### config.mk
export PLATFORM = sky130hd
export DESIGN_NAME = clock_cal_ctrl_flat
export DESIGN_NICKNAME = d
export VERILOG_FILES = /design/src/rtl/clock_cal_ctrl_if.sv /design/src/rtl/clock_cal_ctrl.sv /design/src/flat_wrapper.sv
export SDC_FILE = /design/constraint.sdc
export NUM_CORES = 1
export LEC_CHECK = 0
export CORE_MARGIN = 8
export CORE_UTILIZATION = 30
export DETAILED_ROUTE_END_ITERATION = 8
export SKIP_LAST_GASP = 1
export SLEW_MARGIN = 30
export SYNTH_ARGS = -nofsm -noshare
export SYNTH_HDL_FRONTEND = slang
export SYNTH_SLANG_ARGS = --single-unit
### constraint.sdc
create_clock -name clk -period 10.31 [get_ports clk]
set_input_delay 3.093 -clock clk [delete_from_list [all_inputs] [get_ports clk]]
set_output_delay 3.093 -clock clk [all_outputs]
set_load 0.01 [all_outputs]
### src/rtl/clock_cal_ctrl_if.sv
// Port bundle for clock_cal_ctrl: key/tick inputs and BCD calendar outputs.
// The slave modport is the controller view; the master modport drives keys and reads time.
interface clock_cal_ctrl_if;
  logic        tick_1hz;
  logic        key_mode;
  logic        key_inc;
  logic [7:0]  sec;
  logic [7:0]  min;
  logic [7:0]  hour;
  logic [7:0]  day;
  logic [7:0]  month;
  logic [15:0] year;
  logic [2:0]  mode;
  logic [5:0]  sel;
  logic        day_carry;
  logic        chime;

  modport master (
    output tick_1hz, key_mode, key_inc,
    input  sec, min, hour, day, month, year, mode, sel, day_carry, chime
  );

  modport slave (
    input  tick_1hz, key_mode, key_inc,
    output sec, min, hour, day, month, year, mode, sel, day_carry, chime
  );
endinterface

### src/rtl/clock_cal_ctrl.sv
// BCD time/calendar sequencer with key-driven set-mode FSM.
// Optional hourly chime enabled by defining CLOCK_CAL_CHIME_EN.
module clock_cal_ctrl #(
  parameter logic [15:0] YEAR_RST = 16'h2024,
  parameter logic [7:0]  MON_RST  = 8'h01,
  parameter logic [7:0]  DAY_RST  = 8'h01
) (
  input  logic            clk,
  input  logic            clr,
  clock_cal_ctrl_if.slave bus
);

  // Inputs are single-cycle strobes sampled on posedge; there is no backpressure.
  // Outputs are registered and reflect the edge that consumed the strobe.
  typedef enum logic [2:0] {
    S_RUN      = 3'd0,
    S_SET_YEAR = 3'd1,
    S_SET_MON  = 3'd2,
    S_SET_DAY  = 3'd3,
    S_SET_HOUR = 3'd4,
    S_SET_MIN  = 3'd5,
    S_SET_SEC  = 3'd6,
    S_ILLEGAL  = 3'd7
  } state_t;

  function automatic logic [7:0] bcd_inc8(input logic [7:0] v);
    logic [7:0] r;
    if (v[3:0] == 4'd9) r = {v[7:4] + 4'd1, 4'd0};
    else                r = {v[7:4], v[3:0] + 4'd1};
    return r;
  endfunction

  function automatic logic [15:0] bcd_inc16(input logic [15:0] v);
    logic [15:0] r;
    logic        c;
    r = v;
    c = 1'b1;
    for (int i = 0; i < 4; i++) begin
      if (c) begin
        if (r[4*i +: 4] == 4'd9) begin
          r[4*i +: 4] = 4'd0;
        end else begin
          r[4*i +: 4] = r[4*i +: 4] + 4'd1;
          c = 1'b0;
        end
      end
    end
    return r;
  endfunction

  // A BCD pair mod 4: 10 is 2 mod 4, so an odd tens digit adds 2 to the units.
  function automatic logic [1:0] bcd_mod4(input logic [7:0] v);
    logic [3:0] t;
    t = v[3:0] + (v[4] ? 4'd2 : 4'd0);
    return t[1:0];
  endfunction

  state_t      r_state, w_state_nxt;
  logic [5:0]  w_sel;
  logic [7:0]  r_sec, r_min, r_hour, r_day, r_month;
  logic [15:0] r_year;
  logic [7:0]  w_sec_nxt, w_min_nxt, w_hour_nxt, w_day_nxt, w_month_nxt;
  logic [15:0] w_year_nxt;
  logic [7:0]  w_maxday;
  logic        r_day_carry;
  logic        w_leap, w_tick_run, w_inc;
  logic        w_sec_wrap, w_min_wrap, w_hour_wrap, w_day_wrap, w_mon_wrap;
  logic        w_c_min, w_c_hour, w_c_day, w_c_mon, w_c_year;

  always_ff @(posedge clk or posedge clr) begin
    if (clr) r_state <= S_RUN;
    else     r_state <= w_state_nxt;
  end

  always_comb begin
    w_state_nxt = r_state;
    case (r_state)
      S_RUN:      if (bus.key_mode) w_state_nxt = S_SET_YEAR;
      S_SET_YEAR: if (bus.key_mode) w_state_nxt = S_SET_MON;
      S_SET_MON:  if (bus.key_mode) w_state_nxt = S_SET_DAY;
      S_SET_DAY:  if (bus.key_mode) w_state_nxt = S_SET_HOUR;
      S_SET_HOUR: if (bus.key_mode) w_state_nxt = S_SET_MIN;
      S_SET_MIN:  if (bus.key_mode) w_state_nxt = S_SET_SEC;
      S_SET_SEC:  if (bus.key_mode) w_state_nxt = S_RUN;
      default:    w_state_nxt = S_RUN;
    endcase
  end

  always_comb begin
    w_sel = 6'b000000;
    case (r_state)
      S_SET_YEAR: w_sel = 6'b100000;
      S_SET_MON:  w_sel = 6'b010000;
      S_SET_DAY:  w_sel = 6'b001000;
      S_SET_HOUR: w_sel = 6'b000100;
      S_SET_MIN:  w_sel = 6'b000010;
      S_SET_SEC:  w_sel = 6'b000001;
      default:    w_sel = 6'b000000;
    endcase
  end

  assign w_leap = (bcd_mod4(r_year[7:0]) == 2'd0) &&
                  ((r_year[7:0] != 8'h00) || (bcd_mod4(r_year[15:8]) == 2'd0));

  always_comb begin
    w_maxday = 8'h31;
    case (r_month)
      8'h02:                      w_maxday = w_leap ? 8'h29 : 8'h28;
      8'h04, 8'h06, 8'h09, 8'h11: w_maxday = 8'h30;
      default:                    w_maxday = 8'h31;
    endcase
  end

  assign w_tick_run  = bus.tick_1hz && (r_state == S_RUN);
  assign w_inc       = bus.key_inc && !bus.key_mode;
  assign w_sec_wrap  = (r_sec == 8'h59);
  assign w_min_wrap  = (r_min == 8'h59);
  assign w_hour_wrap = (r_hour == 8'h23);
  assign w_day_wrap  = (r_day >= w_maxday);
  assign w_mon_wrap  = (r_month == 8'h12);
  assign w_c_min     = w_tick_run && w_sec_wrap;
  assign w_c_hour    = w_c_min && w_min_wrap;
  assign w_c_day     = w_c_hour && w_hour_wrap;
  assign w_c_mon     = w_c_day && w_day_wrap;
  assign w_c_year    = w_c_mon && w_mon_wrap;

  always_comb begin
    w_sec_nxt   = r_sec;
    w_min_nxt   = r_min;
    w_hour_nxt  = r_hour;
    w_day_nxt   = r_day;
    w_month_nxt = r_month;
    w_year_nxt  = r_year;
    if (w_tick_run) begin
      w_sec_nxt = w_sec_wrap ? 8'h00 : bcd_inc8(r_sec);
      if (w_c_min)  w_min_nxt   = w_min_wrap  ? 8'h00 : bcd_inc8(r_min);
      if (w_c_hour) w_hour_nxt  = w_hour_wrap ? 8'h00 : bcd_inc8(r_hour);
      if (w_c_day)  w_day_nxt   = w_day_wrap  ? 8'h01 : bcd_inc8(r_day);
      if (w_c_mon)  w_month_nxt = w_mon_wrap  ? 8'h01 : bcd_inc8(r_month);
      if (w_c_year) w_year_nxt  = bcd_inc16(r_year);
    end else if (w_inc) begin
      case (r_state)
        S_SET_YEAR: w_year_nxt  = bcd_inc16(r_year);
        S_SET_MON:  w_month_nxt = w_mon_wrap  ? 8'h01 : bcd_inc8(r_month);
        S_SET_DAY:  w_day_nxt   = w_day_wrap  ? 8'h01 : bcd_inc8(r_day);
        S_SET_HOUR: w_hour_nxt  = w_hour_wrap ? 8'h00 : bcd_inc8(r_hour);
        S_SET_MIN:  w_min_nxt   = w_min_wrap  ? 8'h00 : bcd_inc8(r_min);
        S_SET_SEC:  w_sec_nxt   = 8'h00;
        default:    ;
      endcase
    end
    // Month/year edits can strand the day past month end; pull it back one cycle later.
    if (r_day > w_maxday) w_day_nxt = w_maxday;
  end

  always_ff @(posedge clk or posedge clr) begin
    if (clr) begin
      r_sec       <= 8'h00;
      r_min       <= 8'h00;
      r_hour      <= 8'h00;
      r_day       <= DAY_RST;
      r_month     <= MON_RST;
      r_year      <= YEAR_RST;
      r_day_carry <= 1'b0;
    end else begin
      r_sec       <= w_sec_nxt;
      r_min       <= w_min_nxt;
      r_hour      <= w_hour_nxt;
      r_day       <= w_day_nxt;
      r_month     <= w_month_nxt;
      r_year      <= w_year_nxt;
      r_day_carry <= w_c_day;
    end
  end

`ifdef CLOCK_CAL_CHIME_EN
  logic r_chime;
  // A RUN tick that carries into the hour is exactly the one landing on mm:ss = 00:00.
  always_ff @(posedge clk or posedge clr) begin
    if (clr) r_chime <= 1'b0;
    else     r_chime <= w_c_hour;
  end
  assign bus.chime = r_chime;
`else
  assign bus.chime = 1'b0;
`endif

  assign bus.sec       = r_sec;
  assign bus.min       = r_min;
  assign bus.hour      = r_hour;
  assign bus.day       = r_day;
  assign bus.month     = r_month;
  assign bus.year      = r_year;
  assign bus.mode      = r_state;
  assign bus.sel       = w_sel;
  assign bus.day_carry = r_day_carry;

endmodule
### src/flat_wrapper.sv
// flat-port wrapper written by rule: the top's interface ports become plain ports
module clock_cal_ctrl_flat 
#(
  parameter logic [15:0] YEAR_RST = 16'h2024,
  parameter logic [7:0]  MON_RST  = 8'h01,
  parameter logic [7:0]  DAY_RST  = 8'h01
)
  (clk, clr, bus_tick_1hz, bus_key_mode, bus_key_inc, bus_sec, bus_min, bus_hour, bus_day, bus_month, bus_year, bus_mode, bus_sel, bus_day_carry, bus_chime);
  clock_cal_ctrl_if bus_i ();
  input  logic clk;
  input  logic clr;
  input wire logic [$bits(bus_i.tick_1hz)-1:0] bus_tick_1hz;
  input wire logic [$bits(bus_i.key_mode)-1:0] bus_key_mode;
  input wire logic [$bits(bus_i.key_inc)-1:0] bus_key_inc;
  output wire logic [$bits(bus_i.sec)-1:0] bus_sec;
  output wire logic [$bits(bus_i.min)-1:0] bus_min;
  output wire logic [$bits(bus_i.hour)-1:0] bus_hour;
  output wire logic [$bits(bus_i.day)-1:0] bus_day;
  output wire logic [$bits(bus_i.month)-1:0] bus_month;
  output wire logic [$bits(bus_i.year)-1:0] bus_year;
  output wire logic [$bits(bus_i.mode)-1:0] bus_mode;
  output wire logic [$bits(bus_i.sel)-1:0] bus_sel;
  output wire logic [$bits(bus_i.day_carry)-1:0] bus_day_carry;
  output wire logic [$bits(bus_i.chime)-1:0] bus_chime;
  assign bus_i.tick_1hz = bus_tick_1hz;
  assign bus_i.key_mode = bus_key_mode;
  assign bus_i.key_inc = bus_key_inc;
  assign bus_sec = bus_i.sec;
  assign bus_min = bus_i.min;
  assign bus_hour = bus_i.hour;
  assign bus_day = bus_i.day;
  assign bus_month = bus_i.month;
  assign bus_year = bus_i.year;
  assign bus_mode = bus_i.mode;
  assign bus_sel = bus_i.sel;
  assign bus_day_carry = bus_i.day_carry;
  assign bus_chime = bus_i.chime;
  clock_cal_ctrl #(.YEAR_RST(YEAR_RST), .MON_RST(MON_RST), .DAY_RST(DAY_RST)) u_core (.clk(clk), .clr(clr), .bus(bus_i));
endmodule
==> metrics.md <==
| Metric | Value |
|---|---|
| Combinational Power Share | 0.376 |
| Worst slew margin | 0.403 |
| Clk pwr share | 0.261 |
| # diodes | 0 |
| Sw frac | 0.370 |
| Largest net degree at the start of global routing | 61 |
| Die area | about 0.016 mm² |
| Tot GR Track Use | 0.118 |
| Fmax | ~0.18 GHz |
| Sum of buffers and inverters on the critical path | 1 |
| Number of global-route vias before repair | slightly above 3,000 |
| Die width | between 100 and 150 µm |
| Cells after Synth | ~380 |
| Slew Viols, Final | 0 |
| Min Tclk post-route | 5.42 ns |
| Initial antenna violation count | 0 |
| Num ports | 72 |
| Area Growth Syn to Fin | 31.6% |
| Fill cells | between 1,000 and 1,500 |
| Switch Pwr | about 0.00042 W |
| RSZ-0062 raised after global routing | no |
| First-pass GRT wire length | ~15 mm |
| Routed wire per std cell | approximately 15 µm |
| EDFF count, synth | 0 |
| Crit-path max FO | 13 |
| Hold-fix buffers, CTS | 0 |
| TritonCTS Buffers | 9 |
| Clk buf depth | 2 |
| Top delay family on crit path | simple AND/OR/NAND/NOR gates |
| CP max stage delay | ~0.64 ns |
| Slowest cell on crit path | o31ai_4 |
| Final worst-path cycle share | 0.526 |
| Clock tree root buffer cell | clkbuf_16 |
| Critical path launch point type | input pin |
| DRT iter0 DRCs | 216 |
| Setup TNS | 0 ns |
| Asr flop ratio synth | 1.00 |
| Worst Setup Slack, final | between 4 and 5 ns |
| Netlist cell types | just under 70 |
| Static leakage | roughly 2 nW |
| Worst slew pin tran | around 0.89 ns |
| GPL Wtd Cong | between 0.8 and 0.9 |
| Rows | 40 |
| Final Util | 0.401 |
| HPWL Detailed | approximately 6.6 mm |
| Cell Area, Synth | 0.00363 mm² |
| H-tree levels | 3 |
| CORE AREA | about 0.012 mm² |
| Arr. time, crit path | around 5.6 ns |
| Yosys warnings | 0 |
| Status | finished clean |
| Commonest cells after routing, fill and taps aside | clkdlybuf4s50_1 (70), dfrtp_1 (55), nand2_1 (34), o21ai_0 (33), nor2_1 (29) |
| Worst path cell trace | clkdlybuf4s50_1, nor4b_4, nand4_2, o31ai_4, and3_2, mux2_2 |
| Detailed-route DRC error count | 0 |
| Final setup vio count | 0 |
| Clk_skew | 0.0104 ns |
| DIE HEIGHT | ~130 µm |
| Max cap viols | 0 |
| Hold Crit Class | flop to flop |
| Setup WS pre-CTS | ~4.3 ns |
| VDD IR max | roughly 0.094 mV |
| Critical Path RT | 10.52 ns |
| Vias/cell | between 5 and 6 |
| Endpoint class of the critical path | flop |
| Commonest non-fill, non-tap cell in the layout | clkdlybuf4s50_1 |
| Post_cts resized | 0 |
| Flop pwr share | 0.363 |
| Setup Buffers After CTS | 0 |
| Antenna Violating Nets Remaining | 0 |
| Worst hold slack | 0.506 ns |
| Later-pin clock latency in the skew report | about 0.33 ns |
| Initial Utilization | 0.305 |
| Sequential fraction of the synthesis area | 0.416 |
| CTS Sinks | 60 |
| GRT overflow | 0 |
| Final wirelength | 9.13 mm |
| Top FF cell, synth | dfrtp_1 |
| Seq cells post-synth | 60 |
| Detailed-route via count | 3,080 |
| Pwr Density | approximately 240 mW/mm² |
| Share of cells above drive strength 1 | 0.113 |
| TritonCTS clock tree | yes |
| Clock-pin transition on the worst setup and hold timing paths | roughly 0.05 ns |
| Final hold vios | 0 |
| Avg Inst Size Synth | roughly 9.5 µm² |
| Int Pwr | approximately 0.00072 W |
| DR pass1 iterations | 4 |
| PortBufs | 70 |
| Critical path class | input pin to flop |
| Post-layout net count | ~480 |
-- cell usage after synthesis (all sizes together), types with 3 or more instances --
library cell  count  area share
a22o              4      0.0097
xnor2            10       0.024
inv              23       0.024
a221o             3      0.0083
o21ai            33       0.046
nor3b             5       0.010
nor3              8       0.016
mux2              9       0.029
nor2             29       0.030
a21o              3      0.0062
buf               4      0.0079
or2               3      0.0052
clkbuf            7      0.0072
a2111oi           3      0.0072
or3               3      0.0052
nand3            16       0.022
o31ai             5       0.016
ha               19       0.066
nor4              3      0.0052
dfstp             5       0.036
nor2b            13       0.022
a31oi             4      0.0086
nand3b            6       0.012
or4               4      0.0083
nand4             8       0.016
and3              3      0.0055
nand2b            3      0.0052
a21oi            11       0.015
dfrtp            55        0.38
xor2              5       0.012
and2              5      0.0086
and3b             7       0.017
nand2            35       0.038
-- kinds of logic (layout without fill, tap and decap cells) --
logic type	after synthesis	count (layout)	synth area share
flops	60	60	0.416
xor+xnor	15	15	0.0362
other cells	1	2	0.00103
simple gates	160	160	0.253
mux	9	9	0.0290
buf+inv	34	110	0.0390
fa+ha+maj	19	19	0.0655
compound gates	85	85	0.160
-- area by class of cell --
type | count | area (µm²) | share of cell area
clock inverters | 5 | 52.6 | 0.0110
inverters | 23 | 86.3 | 0.0181
well taps | 147 | 184 | 0.0385
flip-flops and latches | 60 | 1510 | 0.316
clock buffers | 11 | 243 | 0.0509
repair buffers | 71 | 708 | 0.148
multi-input cells | 290 | 1990 | 0.417
-- flip-flops by register name, indices dropped and copies added (netlist names) --
| name | flops |
|---|---|
| u_core.bus.day_carry | 1 |
| u_core.bus.sec | 8 |
| u_core.bus.year | 16 |
| u_core.bus.hour | 8 |
| u_core.bus.min | 8 |
| u_core.bus.month | 8 |
| u_core.bus.mode | 3 |
| u_core.bus.day | 8 |
-- power by group through the flow --
stage               Clock, W  Combinational, W  Sequential [W]
finish              0.000297          0.000428        0.000414
global route        0.000318          0.000475        0.000431
CTS                 0.000309          0.000434        0.000412
detailed placement         0          0.000431        0.000415
global placement           0          0.000423        0.000412
floorplan                  0          0.000241        0.000397
-- routing by layer --
layer	vias to the layer above	wire length, µm	GRT usage	share of wire
met5	-	0	0	0
met4	0	77	0.0318	0.0084
met3	9	613	0.0481	0.067
met2	63	4080	0.185	0.45
met1	1473	4360	0.147	0.48
li1	1535	-	-	-
-- final timing paths --
| kind | cells past startpoint | slack [ns] | endpoint | from |
|---|---|---|---|---|
| min in group asynchronous | 3 | 3.32 | u_core.bus.sec[0] | clr |
| worst min-delay path | 1 | 0.51 | u_core.bus.min[3] | u_core.bus.min[3] |
| worst max register to register | 13 | 5.88 | u_core.bus.month[1] | u_core.bus.month[5] |
| worst max-delay path | 6 | 4.89 | u_core.bus.year[9] | bus_tick_1hz |
| max in group asynchronous | 3 | 6.47 | u_core.bus.month[4] | clr |
| worst min register to register | 1 | 0.51 | u_core.bus.min[3] | u_core.bus.min[3] |
-- worst register-to-register path, stage by stage, from the launching register on --
cell	delay, ns
dfrtp_1	0.41
inv_1	0.14
ha_1	0.15
or3b_2	0.47
nor2b_1	0.34
inv_1	0.13
o32ai_1	0.37
ha_1	0.21
or3b_2	0.45
o21ai_0	0.24
a31oi_1	0.30
a21boi_1	0.80
o21ai_0	0.21
o41ai_1	0.10
-- per-stage QoR --
stage               std cells  cell area (µm²)  power [W]
floorplan                 384             3630   0.000639
global placement          591             4470   0.000835
detailed placement        591             4470   0.000846
CTS                       607             4760    0.00115
global route              607             4770    0.00122
finish                    607             4770    0.00114
Note: power is estimated with default switching activity, not from simulation.
